**config.mk**
```make
export PLATFORM = sky130hd
export DESIGN_NAME = cell_pos_reader
export DESIGN_NICKNAME = d
export VERILOG_FILES = /design/src/rtl/cell_pos_reader_pkg.sv /design/src/rtl/cell_pos_skid_fifo.sv /design/src/rtl/cell_pos_reader.sv
export SDC_FILE = /design/constraint.sdc
export NUM_CORES = 1
export LEC_CHECK = 0
export ABC_AREA = 0
export CAP_MARGIN = 20
export CELL_PAD_IN_SITES_DETAIL_PLACEMENT = 0
export CELL_PAD_IN_SITES_GLOBAL_PLACEMENT = 1
export CORE_MARGIN = 5
export CORE_UTILIZATION = 49
export CTS_BUF_LIST = sky130_fd_sc_hd__clkbuf_4 sky130_fd_sc_hd__clkbuf_8 sky130_fd_sc_hd__clkbuf_16
export CTS_CLUSTER_DIAMETER = 150
export CTS_CLUSTER_SIZE = 30
export DETAILED_ROUTE_END_ITERATION = 10
export GPL_ROUTABILITY_DRIVEN = 0
export PLACE_DENSITY_LB_ADDON = 0.1
export SETUP_SLACK_MARGIN = 0.3
export SYNTH_ARGS = -nofsm -noshare
export SYNTH_HDL_FRONTEND = slang
export SYNTH_SLANG_ARGS = --single-unit
```
**constraint.sdc**
```tcl
create_clock -name clk -period 6.9 [get_ports clk]
set_input_delay 1.725 -clock clk [delete_from_list [all_inputs] [get_ports clk]]
set_output_delay 1.725 -clock clk [all_outputs]
set_load 0.05 [all_outputs]
```
**src/rtl/cell_pos_reader_pkg.sv**
```systemverilog
// Shared definitions for the cell position reader: default widths, position field
// layout inside a RAM word, FSM state encoding and FIFO entry sizing.
package cell_pos_reader_pkg;

  localparam int DATA_WIDTH_DEF = 96;
  localparam int ADDR_WIDTH_DEF = 8;
  localparam int RD_LATENCY_DEF = 2;
  localparam int FIFO_DEPTH_DEF = 4;

  localparam int POS_FIELD_W = 32;
  localparam int POSX_LSB    = 0;
  localparam int POSY_LSB    = 32;
  localparam int POSZ_LSB    = 64;

  typedef enum logic [2:0] {
    ST_IDLE     = 3'd0,
    ST_RD_CNT   = 3'd1,
    ST_WAIT_CNT = 3'd2,
    ST_STREAM   = 3'd3,
    ST_DRAIN    = 3'd4,
    ST_DONE     = 3'd5
  } state_t;

  // FIFO entry layout, msb first: {last, id, data}
  function automatic int entry_width(input int data_w, input int addr_w);
    return data_w + addr_w + 1;
  endfunction

endpackage

```
**src/rtl/cell_pos_skid_fifo.sv**
```systemverilog
// Small synchronous FIFO with a show-ahead head; push and pop may share a cycle.
// No bypass: a word pushed into an empty FIFO is visible on the following cycle.
module cell_pos_skid_fifo #(
  parameter int WIDTH = 105,
  parameter int DEPTH = 4
) (
  input  logic             clk,
  input  logic             rst_n,
  input  logic             push,
  input  logic [WIDTH-1:0] push_data,
  input  logic             pop,
  output logic [WIDTH-1:0] head_data,
  output logic             valid
);

  localparam int PW = $clog2(DEPTH);
  localparam logic [PW:0] FULL_C = DEPTH[PW:0];
  localparam logic [PW-1:0] PTR_ONE = {{(PW-1){1'b0}}, 1'b1};
  localparam logic [PW:0] CNT_ONE = {{PW{1'b0}}, 1'b1};

  logic [WIDTH-1:0] mem_r [DEPTH];
  logic [PW-1:0]    wr_ptr_r;
  logic [PW-1:0]    rd_ptr_r;
  logic [PW:0]      count_r;
  logic [PW:0]      count_nxt_s;
  logic             valid_r;
  logic             do_push_s;
  logic             do_pop_s;

  // Qualify push/pop against occupancy and compute the next occupancy.
  always_comb begin
    do_pop_s  = pop & valid_r;
    do_push_s = push & ((count_r != FULL_C) | do_pop_s);
    case ({do_push_s, do_pop_s})
      2'b10:   count_nxt_s = count_r + CNT_ONE;
      2'b01:   count_nxt_s = count_r - CNT_ONE;
      default: count_nxt_s = count_r;
    endcase
  end

  // Storage is cleared on reset so the head reads as zero while reset is held.
  always_ff @(posedge clk or negedge rst_n) begin
    if (!rst_n) begin
      for (int i = 0; i < DEPTH; i++) begin
        mem_r[i] <= {WIDTH{1'b0}};
      end
    end else if (do_push_s) begin
      mem_r[wr_ptr_r] <= push_data;
    end
  end

  // Pointer, occupancy and non-empty flag update.
  always_ff @(posedge clk or negedge rst_n) begin
    if (!rst_n) begin
      wr_ptr_r <= {PW{1'b0}};
      rd_ptr_r <= {PW{1'b0}};
      count_r  <= {(PW+1){1'b0}};
      valid_r  <= 1'b0;
    end else begin
      if (do_push_s) begin
        wr_ptr_r <= wr_ptr_r + PTR_ONE;
      end
      if (do_pop_s) begin
        rd_ptr_r <= rd_ptr_r + PTR_ONE;
      end
      count_r <= count_nxt_s;
      valid_r <= (count_nxt_s != {(PW+1){1'b0}});
    end
  end

  assign head_data = mem_r[rd_ptr_r];
  assign valid     = valid_r;

endmodule

```
**src/rtl/cell_pos_reader.sv**
```systemverilog
// Read-side sequencer for one cell position RAM: reads the particle count at addr 0,
// then streams addr 1..count through a credit-limited skid FIFO onto valid/ready.
module cell_pos_reader
  import cell_pos_reader_pkg::*;
#(
  parameter int DATA_WIDTH = DATA_WIDTH_DEF,
  parameter int ADDR_WIDTH = ADDR_WIDTH_DEF,
  parameter int RD_LATENCY = RD_LATENCY_DEF,
  parameter int FIFO_DEPTH = FIFO_DEPTH_DEF
) (
  input  logic                  clk,
  input  logic                  rst_n,
  input  logic                  start,
  output logic [ADDR_WIDTH-1:0] ram_address,
  output logic                  ram_rden,
  output logic                  ram_wren,
  output logic [DATA_WIDTH-1:0] ram_data,
  input  logic [DATA_WIDTH-1:0] ram_q,
  output logic [DATA_WIDTH-1:0] pos_data,
  output logic [ADDR_WIDTH-1:0] pos_id,
  output logic                  pos_valid,
  input  logic                  pos_ready,
  output logic                  pos_last,
  output logic [ADDR_WIDTH-1:0] num_particles,
  output logic                  busy,
  output logic                  done
);

  localparam int ENTRY_W = entry_width(DATA_WIDTH, ADDR_WIDTH);
  localparam int CRED_W  = $clog2(FIFO_DEPTH + 1);
  localparam logic [CRED_W-1:0]     DEPTH_C  = FIFO_DEPTH[CRED_W-1:0];
  localparam logic [CRED_W-1:0]     CRED_ONE = {{(CRED_W-1){1'b0}}, 1'b1};
  localparam logic [ADDR_WIDTH-1:0] ADDR_ZERO = {ADDR_WIDTH{1'b0}};
  localparam logic [ADDR_WIDTH-1:0] ADDR_ONE  = {{(ADDR_WIDTH-1){1'b0}}, 1'b1};
  localparam logic [ADDR_WIDTH-1:0] ADDR_TWO  = {{(ADDR_WIDTH-2){1'b0}}, 2'b10};

  state_t                state_r;
  logic [ADDR_WIDTH-1:0] addr_r;
  logic [ADDR_WIDTH-1:0] ram_address_r;
  logic                  ram_rden_r;
  logic [ADDR_WIDTH-1:0] num_particles_r;
  logic                  busy_r;
  logic                  done_r;
  // Reads issued but not yet popped downstream: in flight in the RAM plus buffered.
  logic [CRED_W-1:0]     outstanding_r;
  logic [RD_LATENCY-1:0] tag_vld_r;
  logic [ADDR_WIDTH-1:0] tag_addr_r [RD_LATENCY];

  logic                  pop_s;
  logic                  push_s;
  logic                  cnt_ret_s;
  logic                  credit_ok_s;
  logic                  issue_s;
  logic [ADDR_WIDTH-1:0] issue_addr_s;
  logic [ADDR_WIDTH-1:0] ret_addr_s;
  logic [ADDR_WIDTH-1:0] cnt_val_s;
  logic [ENTRY_W-1:0]    push_entry_s;
  logic [ENTRY_W-1:0]    head_entry_s;
  logic                  fifo_valid_s;

  // Classify the returning RAM word and decide whether a read issues this cycle.
  always_comb begin
    pop_s        = fifo_valid_s & pos_ready;
    ret_addr_s   = tag_addr_r[RD_LATENCY-1];
    cnt_val_s    = ram_q[ADDR_WIDTH-1:0];
    cnt_ret_s    = tag_vld_r[RD_LATENCY-1] & (ret_addr_s == ADDR_ZERO);
    push_s       = tag_vld_r[RD_LATENCY-1] & (ret_addr_s != ADDR_ZERO);
    push_entry_s = {(ret_addr_s == num_particles_r), ret_addr_s, ram_q};
    // A pop in this cycle frees its slot in time for the read issued at this edge.
    credit_ok_s  = (outstanding_r < DEPTH_C) | pop_s;
    issue_s      = 1'b0;
    issue_addr_s = addr_r;
    case (state_r)
      ST_WAIT_CNT: begin
        issue_s      = cnt_ret_s & (cnt_val_s != ADDR_ZERO);
        issue_addr_s = ADDR_ONE;
      end
      ST_STREAM: begin
        issue_s      = credit_ok_s;
        issue_addr_s = addr_r;
      end
      default: begin
        issue_s      = 1'b0;
        issue_addr_s = addr_r;
      end
    endcase
  end

  // Sequencer: count read, data read issue, drain and done handshake.
  always_ff @(posedge clk or negedge rst_n) begin
    if (!rst_n) begin
      state_r         <= ST_IDLE;
      addr_r          <= ADDR_ZERO;
      ram_address_r   <= ADDR_ZERO;
      ram_rden_r      <= 1'b0;
      num_particles_r <= ADDR_ZERO;
      busy_r          <= 1'b0;
      done_r          <= 1'b0;
    end else begin
      case (state_r)
        ST_IDLE: begin
          done_r <= 1'b0;
          if (start) begin
            state_r       <= ST_RD_CNT;
            busy_r        <= 1'b1;
            ram_rden_r    <= 1'b1;
            ram_address_r <= ADDR_ZERO;
          end else begin
            ram_rden_r <= 1'b0;
          end
        end
        ST_RD_CNT: begin
          ram_rden_r <= 1'b0;
          state_r    <= ST_WAIT_CNT;
        end
        ST_WAIT_CNT: begin
          ram_rden_r <= issue_s;
          if (cnt_ret_s) begin
            num_particles_r <= cnt_val_s;
            if (cnt_val_s == ADDR_ZERO) begin
              state_r <= ST_DONE;
              done_r  <= 1'b1;
              busy_r  <= 1'b0;
            end else begin
              ram_address_r <= issue_addr_s;
              addr_r        <= ADDR_TWO;
              state_r       <= (cnt_val_s == ADDR_ONE) ? ST_DRAIN : ST_STREAM;
            end
          end
        end
        ST_STREAM: begin
          ram_rden_r <= issue_s;
          if (issue_s) begin
            ram_address_r <= issue_addr_s;
            // Address saturates at the count; the final read hands over to DRAIN.
            if (addr_r == num_particles_r) begin
              state_r <= ST_DRAIN;
            end else begin
              addr_r <= addr_r + ADDR_ONE;
            end
          end
        end
        ST_DRAIN: begin
          ram_rden_r <= 1'b0;
          if ((outstanding_r == {CRED_W{1'b0}}) ||
              ((outstanding_r == CRED_ONE) && pop_s)) begin
            state_r <= ST_DONE;
            done_r  <= 1'b1;
            busy_r  <= 1'b0;
          end
        end
        ST_DONE: begin
          ram_rden_r <= 1'b0;
          done_r     <= 1'b0;
          state_r    <= ST_IDLE;
        end
        default: begin
          state_r    <= ST_IDLE;
          ram_rden_r <= 1'b0;
          busy_r     <= 1'b0;
          done_r     <= 1'b0;
        end
      endcase
    end
  end

  // Credit counter: +1 per data read issued, -1 per beat accepted downstream.
  always_ff @(posedge clk or negedge rst_n) begin
    if (!rst_n) begin
      outstanding_r <= {CRED_W{1'b0}};
    end else begin
      case ({issue_s, pop_s})
        2'b10:   outstanding_r <= outstanding_r + CRED_ONE;
        2'b01:   outstanding_r <= outstanding_r - CRED_ONE;
        default: outstanding_r <= outstanding_r;
      endcase
    end
  end

  // Read tag pipeline; the last stage lines up with the RAM output word.
  always_ff @(posedge clk or negedge rst_n) begin
    if (!rst_n) begin
      tag_vld_r <= {RD_LATENCY{1'b0}};
      for (int i = 0; i < RD_LATENCY; i++) begin
        tag_addr_r[i] <= ADDR_ZERO;
      end
    end else begin
      tag_vld_r[0]  <= ram_rden_r;
      tag_addr_r[0] <= ram_address_r;
      for (int i = 1; i < RD_LATENCY; i++) begin
        tag_vld_r[i]  <= tag_vld_r[i-1];
        tag_addr_r[i] <= tag_addr_r[i-1];
      end
    end
  end

  cell_pos_skid_fifo #(
    .WIDTH (ENTRY_W),
    .DEPTH (FIFO_DEPTH)
  ) u_fifo (
    .clk       (clk),
    .rst_n     (rst_n),
    .push      (push_s),
    .push_data (push_entry_s),
    .pop       (pop_s),
    .head_data (head_entry_s),
    .valid     (fifo_valid_s)
  );

  assign ram_address   = ram_address_r;
  assign ram_rden      = ram_rden_r;
  assign ram_wren      = 1'b0;
  assign ram_data      = {DATA_WIDTH{1'b0}};
  assign pos_data      = head_entry_s[DATA_WIDTH-1:0];
  assign pos_id        = head_entry_s[DATA_WIDTH+ADDR_WIDTH-1:DATA_WIDTH];
  assign pos_last      = head_entry_s[ENTRY_W-1];
  assign pos_valid     = fifo_valid_s;
  assign num_particles = num_particles_r;
  assign busy          = busy_r;
  assign done          = done_r;

endmodule

```
==> results of run 1 <==
[flip-flops by register name, indices dropped and copies added (netlist names), 2 cells and up]
register	cells
u_fifo.rd_ptr_r	2
u_fifo.count_r	3
num_particles	8
tag_vld_r	2
outstanding_r	3
addr_r	8
ret_addr_s	8
u_fifo.mem_r	420
u_fifo.wr_ptr_r	2
ram_address	8
state_r	3
tag_addr_r	8
[cells in the mapped netlist (all sizes together), types with 2 or more instances]
library cell  instances
inv                   8
a22oi                 2
o21ai                 8
nor3                  5
mux2                430
and3                  3
buf                 157
nor2                 11
clkbuf               14
nor2b                 2
or3                   4
a22o                  8
a21boi                2
nand3                 5
a31o                  2
nor3b                 2
nand4                 6
a21oi                 2
nor4                  2
nand2                16
ha                   11
xnor2                23
mux4                105
dfrtp               479
xor2                  2
nand2b                4
mux2i                 6
[area by class of cell]
cell class                      count  area, um2
Multi-Input combinational cell    773       8650
Antenna cell                        3      7.507
Clock buffer                       22      498.0
Fill cell                        3546      18930
Timing Repair Buffer              239       2422
Tap cell                          585      732.0
Sequential cell                   479      11990
Inverter                            8      30.03
[worst register-to-register path, delay by kind of cell (launching register included)]
family	cells	cell delay, ns
flops	1	0.50
simple gates	4	1.76
mux	1	0.39
buf+inv	1	0.60
[metal layers]
metal | global-route usage | part of all wire | up-vias
li1 | - | - | 5029
met1 | 0.2687 | 0.44 | 6049
met2 | 0.3071 | 0.49 | 190
met3 | 0.02981 | 0.048 | 36
met4 | 0.03559 | 0.021 | 2
met5 | 0 | 0.00029 | -
[path summary, 6_finish.rpt]
kind                                                start                            end  slack (ns)
max                        u_fifo.rd_ptr_r[0]$_DFFE_PN0P_                   pos_data[78]        1.73
min                                tag_vld_r[0]$_DFF_PN0_         tag_vld_r[1]$_DFF_PN0_        0.36
max reg2reg                       ret_addr_s[0]$_DFF_PN0_  u_fifo.mem_r[145]$_DFFE_PN0P_        3.52
min reg2reg                        tag_vld_r[0]$_DFF_PN0_         tag_vld_r[1]$_DFF_PN0_        0.36
max in group asynchronous                           rst_n   u_fifo.mem_r[44]$_DFFE_PN0P_        4.46
min in group asynchronous                           rst_n  u_fifo.mem_r[299]$_DFFE_PN0P_        1.23
[metrics by stage]
stage / utilization / setup WS (ns) / instances / hold WS, ns
after global routing: 0.5623 / 1.471 / 2107 / 0.3661
after floorplan: - / 3.203 / 1431 / 0.3312
final: 0.5624 / 1.728 / 2109 / 0.3595
after global placement: 0.5507 / 2.180 / 2084 / 0.3340
after CTS: 0.5622 / 1.606 / 2106 / 0.3616
after detailed placement: 0.5507 / 2.150 / 2084 / 0.3347
[cell families (layout without fill, tap and decap cells)]
family,count (synthesis),in the layout,share of synthesized area
mux,541,541,0.3378
flops,479,479,0.5572
buf+inv,179,269,0.05840
simple gates,65,65,0.01786
compound gates,33,33,0.01105
xor+xnor,25,25,0.01018
fa+ha+maj,12,12,0.007329
other cells,1,100,0.0001743
==> impl_summary.md, run 1 <==
Timing
Setup repair after global routing left no endpoint under its margin. Summed over all failing endpoints, the final setup total negative slack is 0 ns. The maximum frequency from static timing analysis is 0.1933 GHz. The number of hold violations in the final report is 0. The total count of max-transition violations in the final report is 0. Subtracting the final worst setup slack from the clock period gives around 5.2 ns. For the pin with the worst max-slew slack, the measured transition is 1.026 ns. The worst setup skew after layout is 0.01790 ns. The final-report setup violation count is 0. Of the available clock period, the critical path in the final layout requires 0.7496. The worst pin sits at a relative slew slack of 0.3157.

Layout
The layout cell share with drive strength beyond 1 is 0.1098. The net count of the finished layout is 1632. The area added between synthesis and finish is 13.12%. The finished cells cover about 0.024 mm2. In the layout the commonest cells are sky130_fd_sc_hd__dfrtp_1 (477), sky130_fd_sc_hd__mux2_1 (420), sky130_fd_sc_hd__clkdlybuf4s50_1 (223). Leaving out fill and tap cells, the most frequent cell in the layout is sky130_fd_sc_hd__dfrtp_1.

Routing
In the routed design, unresolved DRC markers number 0. The routed wire length per instance is ~21 um. In this run, the number of DRC markers left after iteration 0 of detailed routing was 650. The total routed wirelength is roughly 45 mm. The detail route stage leaves a number of antenna-violating nets equal to 0. For this block, the via count after detailed routing is ~11000. The number of iterations in the first detailed-routing pass is 5. The post-detailed-route via-to-cell ratio is about 5.4.

Floorplan
The width of the die is approximately 220 um. The die boundary height is 219.5 um. The floorplan die area is 0.04819 mm2. The floorplan has 76 rows. The placeable core area is 0.04327 mm2. The effective utilization at floorplan is 0.4972.

Pin placement for this block handled 322 I/O pins.

Placement
The detailed-placement wirelength estimate is 29.46 mm. The port buffer count is approximately 220. In this run the cell area measured after placement is 0.02383 mm2.

GRT
The number of antenna violations at the first check in global routing is 5. Entering global routing, the biggest net connects 130 pins. In the global route stage, overall resource usage came out at 0.1867. The total grt overflow is 0. The number of global-route vias before repair is 12250. The first global-routing pass estimated slightly above 70 mm of wire.

Critical path
The number of cells traversed by the worst register-to-register path is 6. On the worst path, the slowest cell contributes a delay of about 0.98 ns. The type of element launching the critical path is a flip-flop. The signal on the critical path passes through buf_4 -> mux4_2 -> clkdlybuf4s50_1. The capturing element type of the critical path is an output pin. Counting both buffers and inverters, the worst setup path holds a total of 2.

For the worst setup path, the data arrival time is 3.45 ns. The number of stages on the worst setup path is 3. STA puts the critical path data required time at 5.18 ns.

The critical path in this run is classified as flip-flop to output pin. The biggest fanout along the worst timing path is 36. Among all stages on the critical path, the largest delay is contributed by sky130_fd_sc_hd__dfrtp_4. The cell family contributing the most delay on the critical path is buffers and inverters.

Run status
The flow ran to the end, and the final reports show no timing, DRC or antenna violations.

Yosys
By area the synthesized netlist is led by sky130_fd_sc_hd__dfrtp_1 (56%), sky130_fd_sc_hd__mux2_1 (22%), sky130_fd_sc_hd__mux4_2 (11%). In this run the mean area of a mapped cell was 16.11 um2. The Yosys step of the flow raised 0 warnings. The share of synthesized area in the top cell type comes to 0.5572. The flip-flop and latch count after synthesis is 479. The distinct cell type count of the synthesized netlist is 53. The cell area after synthesis is about 0.022 mm2. The share of the Yosys chip area taken by registers is 0.5572. The leading area contributor after synthesis is sky130_fd_sc_hd__dfrtp_1.

The most used flip-flop cell after synthesis is sky130_fd_sc_hd__dfrtp_1. The number of standard cells after synthesis is 1335. Of all flip-flops after synthesis, the portion carrying an async set or reset was 1.000. Counting flops with a built-in enable in the synthesized netlist gives 0.

Clock tree
The master cell of the clock root buffer is sky130_fd_sc_hd__clkbuf_16. The CTS tree is yes. Clock-pin slew was measured on the worst setup and hold paths at 0.11 ns. The number of setup buffers added after CTS is 0. The level count of the clock H-tree is 1.

The clock passes through at most 3 buffers. For this design, the CTS-stage hold fixing added 0 buffers. After clock tree synthesis, the repair step resized 0 gates. The total CTS buffers is 19.

For the worst-skew pair, the clock arrives at the later sink with an insertion delay of 0.53 ns. The clock sink count is between 400 and 500.

Min path
The worst hold path was traced through 0 stages. The class of the tightest hold or removal check is flip-flop to flip-flop.

Flow run
Across the run, the number of max-cap violations was 0.
Power of run 1 is left out: the tool's default activity adds up to more than one toggle a clock period on the data nets, which glitch-free logic cannot reach.
==> inputs of run 2 (changes only) <==
- CORE_UTILIZATION: 49 -> 46
- clock period: 6.9 -> 5.13 ns (I/O delays scaled with it)
==> impl_summary.md, run 2 (synthesized netlist as in run 1, its figures left out) <==
Run status
Run status: finished clean (unchanged).

Clock tree
The worst-case clock buffer depth came to 3 (unchanged). The number of setup buffers added after CTS is 0 (unchanged). The clock latency on the worst-skew pair was 0.55 ns (was 0.53 ns).

The level count of the clock H-tree is 1 (unchanged). The count of cells resized by post-cts repair is 0 (unchanged). The total CTS buffers is 19 (unchanged). The clock-pin slew on the worst setup and hold paths came to 0.12 ns (was 0.11 ns). The CTS tree was yes (unchanged).

The clock sink count is 479 (unchanged). The master cell of the clock root buffer was sky130_fd_sc_hd__clkbuf_16 (unchanged). The number of buffers inserted for hold repair after clock tree synthesis is 0 (unchanged).

Floorplan
The die boundary height was 226.3 um (was 219.5 um). The number of top-level pins is 322 (unchanged). The effective utilization at floorplan was 0.4640 (was 0.4972). The placeable core area is 0.04636 mm2 (was 0.04327 mm2). The width of the die is 226.3 um (was 219.5 um). The floorplan die area came to 0.05119 mm2 (was 0.04819 mm2). The number of placement rows is 79 (was 76).

Layout
The area of all placed cells without fillers came to 0.02447 mm2 (was 0.02433 mm2). The most common cell after layout, fill and taps aside is sky130_fd_sc_hd__dfrtp_1 (unchanged). The flip-flop count of the largest register after layout is 420 (unchanged). The layout cell share with drive strength beyond 1 is 0.1121 (was 0.1098). The area added between synthesis and finish is 13.77% (was 13.12%).

The layout net count is 1637 (was 1632). The most flop-heavy register is u_fifo.mem_r (unchanged). Most frequent cells in the layout: sky130_fd_sc_hd__dfrtp_1 (477), sky130_fd_sc_hd__mux2_1 (420), sky130_fd_sc_hd__clkdlybuf4s50_1 (223) (unchanged).

Timing
The total count of max-transition violations in the final report came to 0 (unchanged). The maximum frequency from static timing analysis is 0.2291 GHz. RSZ-0062 raised after global routing: no (unchanged). The smallest clock period supported by the final layout is computed as 4.366 ns.

The worst hold slack across all endpoints is 0.3578 ns (was 0.3595 ns). The tightest slew margin relative to the limit is 0.4347 (was 0.3157). The worst setup skew after layout came to 0.01357 ns (was 0.01790 ns). The least setup slack across all paths after layout came to 0.7645 ns (was 1.728 ns). The number of hold violations in the final report is 0 (unchanged).

The final-report setup violation count is 0 (unchanged). The fraction of the cycle the final worst path needs is 0.8510. The slew at the pin closest to its max-slew limit came to 0.8479 ns (was 1.026 ns). The total negative setup slack is 0 ns (unchanged).

Critical path
The origin of the critical flop-to-flop path is ret_addr_s[0]$_DFF_PN0_ (unchanged). The arrival time at the worst endpoint is 3.08 ns (was 3.45 ns). The number of cells traversed by the worst register-to-register path is 8 (was 6). Cells traversed along the worst timing path: buf_12 -> mux4_2 -> clkdlybuf4s50_1 (was buf_4 -> mux4_2 -> clkdlybuf4s50_1). The stage delay of the slowest cell on the critical path is 0.81 ns (was 0.98 ns). The critical-path cell with the highest stage delay was sky130_fd_sc_hd__clkdlybuf4s50_1 (was sky130_fd_sc_hd__dfrtp_4). The setup slack of the worst register-to-register path is 2.10 ns (was 3.52 ns).

The capturing element type of the critical path is an output pin (unchanged). The endpoint required time on the critical path is 3.85 ns (was 5.18 ns). The type of element launching the critical path was a flip-flop (unchanged). The start-to-end type of the worst setup path is flip-flop to output pin (unchanged). The biggest fanout along the worst timing path is 48 (was 36). The end of the worst register-to-register path is u_fifo.valid$_DFF_PN0_ (was u_fifo.mem_r[145]$_DFFE_PN0P_).

Flow run
The number of maximum-capacitance violations is 0 (unchanged).

Routing
The total routed wirelength is 45.79 mm (was 45.08 mm). The post-detailed-route via-to-cell ratio is 5.316 (was 5.361). The routed via count is 11340 (was 11310). The post-route antenna net violation count is 0 (unchanged).

The routed wire length per instance was 21.47 um (was 21.38 um). The number of DRC markers in iteration 0 is 485 (was 650). The DRC violation count after routing is 0 (unchanged).

The number of iterations in the first detailed-routing pass came to 4 (was 5).

GRT
The wire length of the first global-routing pass is 73.03 mm (was 71.24 mm). The total grt overflow is 0 (unchanged). The number of antenna violations at the first check in global routing is 3 (was 5). The maximum number of pins on one net before global-route repair came to 106 (was 130). The number of global-route vias before repair was 12410 (was 12250). The overall fraction of global-route tracks in use is 0.1788 (was 0.1867).

Min path
The class of the tightest hold or removal check is flip-flop to flip-flop (unchanged). The number of stages on the worst hold path is 0 (unchanged). The source of the worst hold timing path is tag_addr_r[9]$_DFF_PN0_ (was tag_vld_r[0]$_DFF_PN0_). The hold path endpoint is ret_addr_s[1]$_DFF_PN0_ (was tag_vld_r[1]$_DFF_PN0_).

Placement
The port buffer count is 224 (unchanged). The placed instance area is 0.02398 mm2 (was 0.02383 mm2). The setup slack after placement is 0.9748 ns (was 2.150 ns).

The detailed-placement wirelength estimate was 28.99 mm (was 29.46 mm).
## run 2: per-layer routing
layer / GRT usage / vias up / part of all wire
met5: 0 / - / 0.00059
met4: 0.02406 / 4 / 0.013
met3: 0.04104 / 30 / 0.053
met2: 0.2903 / 172 / 0.48
met1: 0.2569 / 6114 / 0.45
li1: - / 5018 / -
## run 2: layout make-up
| type | instances | area, um2 |
|---|---|---|
| antenna | 1 | 2.502 |
| sequential | 479 | 11990 |
| timing repair buffer | 244 | 2547 |
| multi-input combinational | 773 | 8650 |
| tap | 607 | 759.5 |
| clock buffer | 21 | 490.5 |
| fill | 3925 | 21880 |
| inverter | 8 | 30.03 |
## run 2: worst max-delay path by stage
stage / startpoint / slack (ns) / cells past startpoint / end
after detailed placement: pos_ready / 0.97 / 9 / u_fifo.valid$_DFF_PN0_
after floorplan: pos_ready / 1.88 / 9 / u_fifo.valid$_DFF_PN0_
after CTS: u_fifo.rd_ptr_r[0]$_DFFE_PN0P_ / 0.65 / 3 / pos_data[94]
after global placement: pos_ready / 1.01 / 11 / u_fifo.valid$_DFF_PN0_
final: u_fifo.rd_ptr_r[0]$_DFFE_PN0P_ / 0.76 / 3 / pos_data[9]
after global routing: u_fifo.rd_ptr_r[0]$_DFFE_PN0P_ / 0.59 / 3 / pos_data[9]
## run 2: metrics by stage
stage / utilization / cells
2_1_floorplan: - / 1431
3_3_place_gp: 0.5173 / 2111
3_5_place_dp: 0.5173 / 2111
4_1_cts: 0.5279 / 2132
5_1_grt: 0.5279 / 2132
6_report: 0.5279 / 2133
## run 2: critical path, delay by kind of cell, from the launching register on
family                 cells  cell delay, ns
buffers and inverters      2            1.24
DFF                        1            0.71
muxes                      1            0.56
Power of run 2 is left out for the same reason.
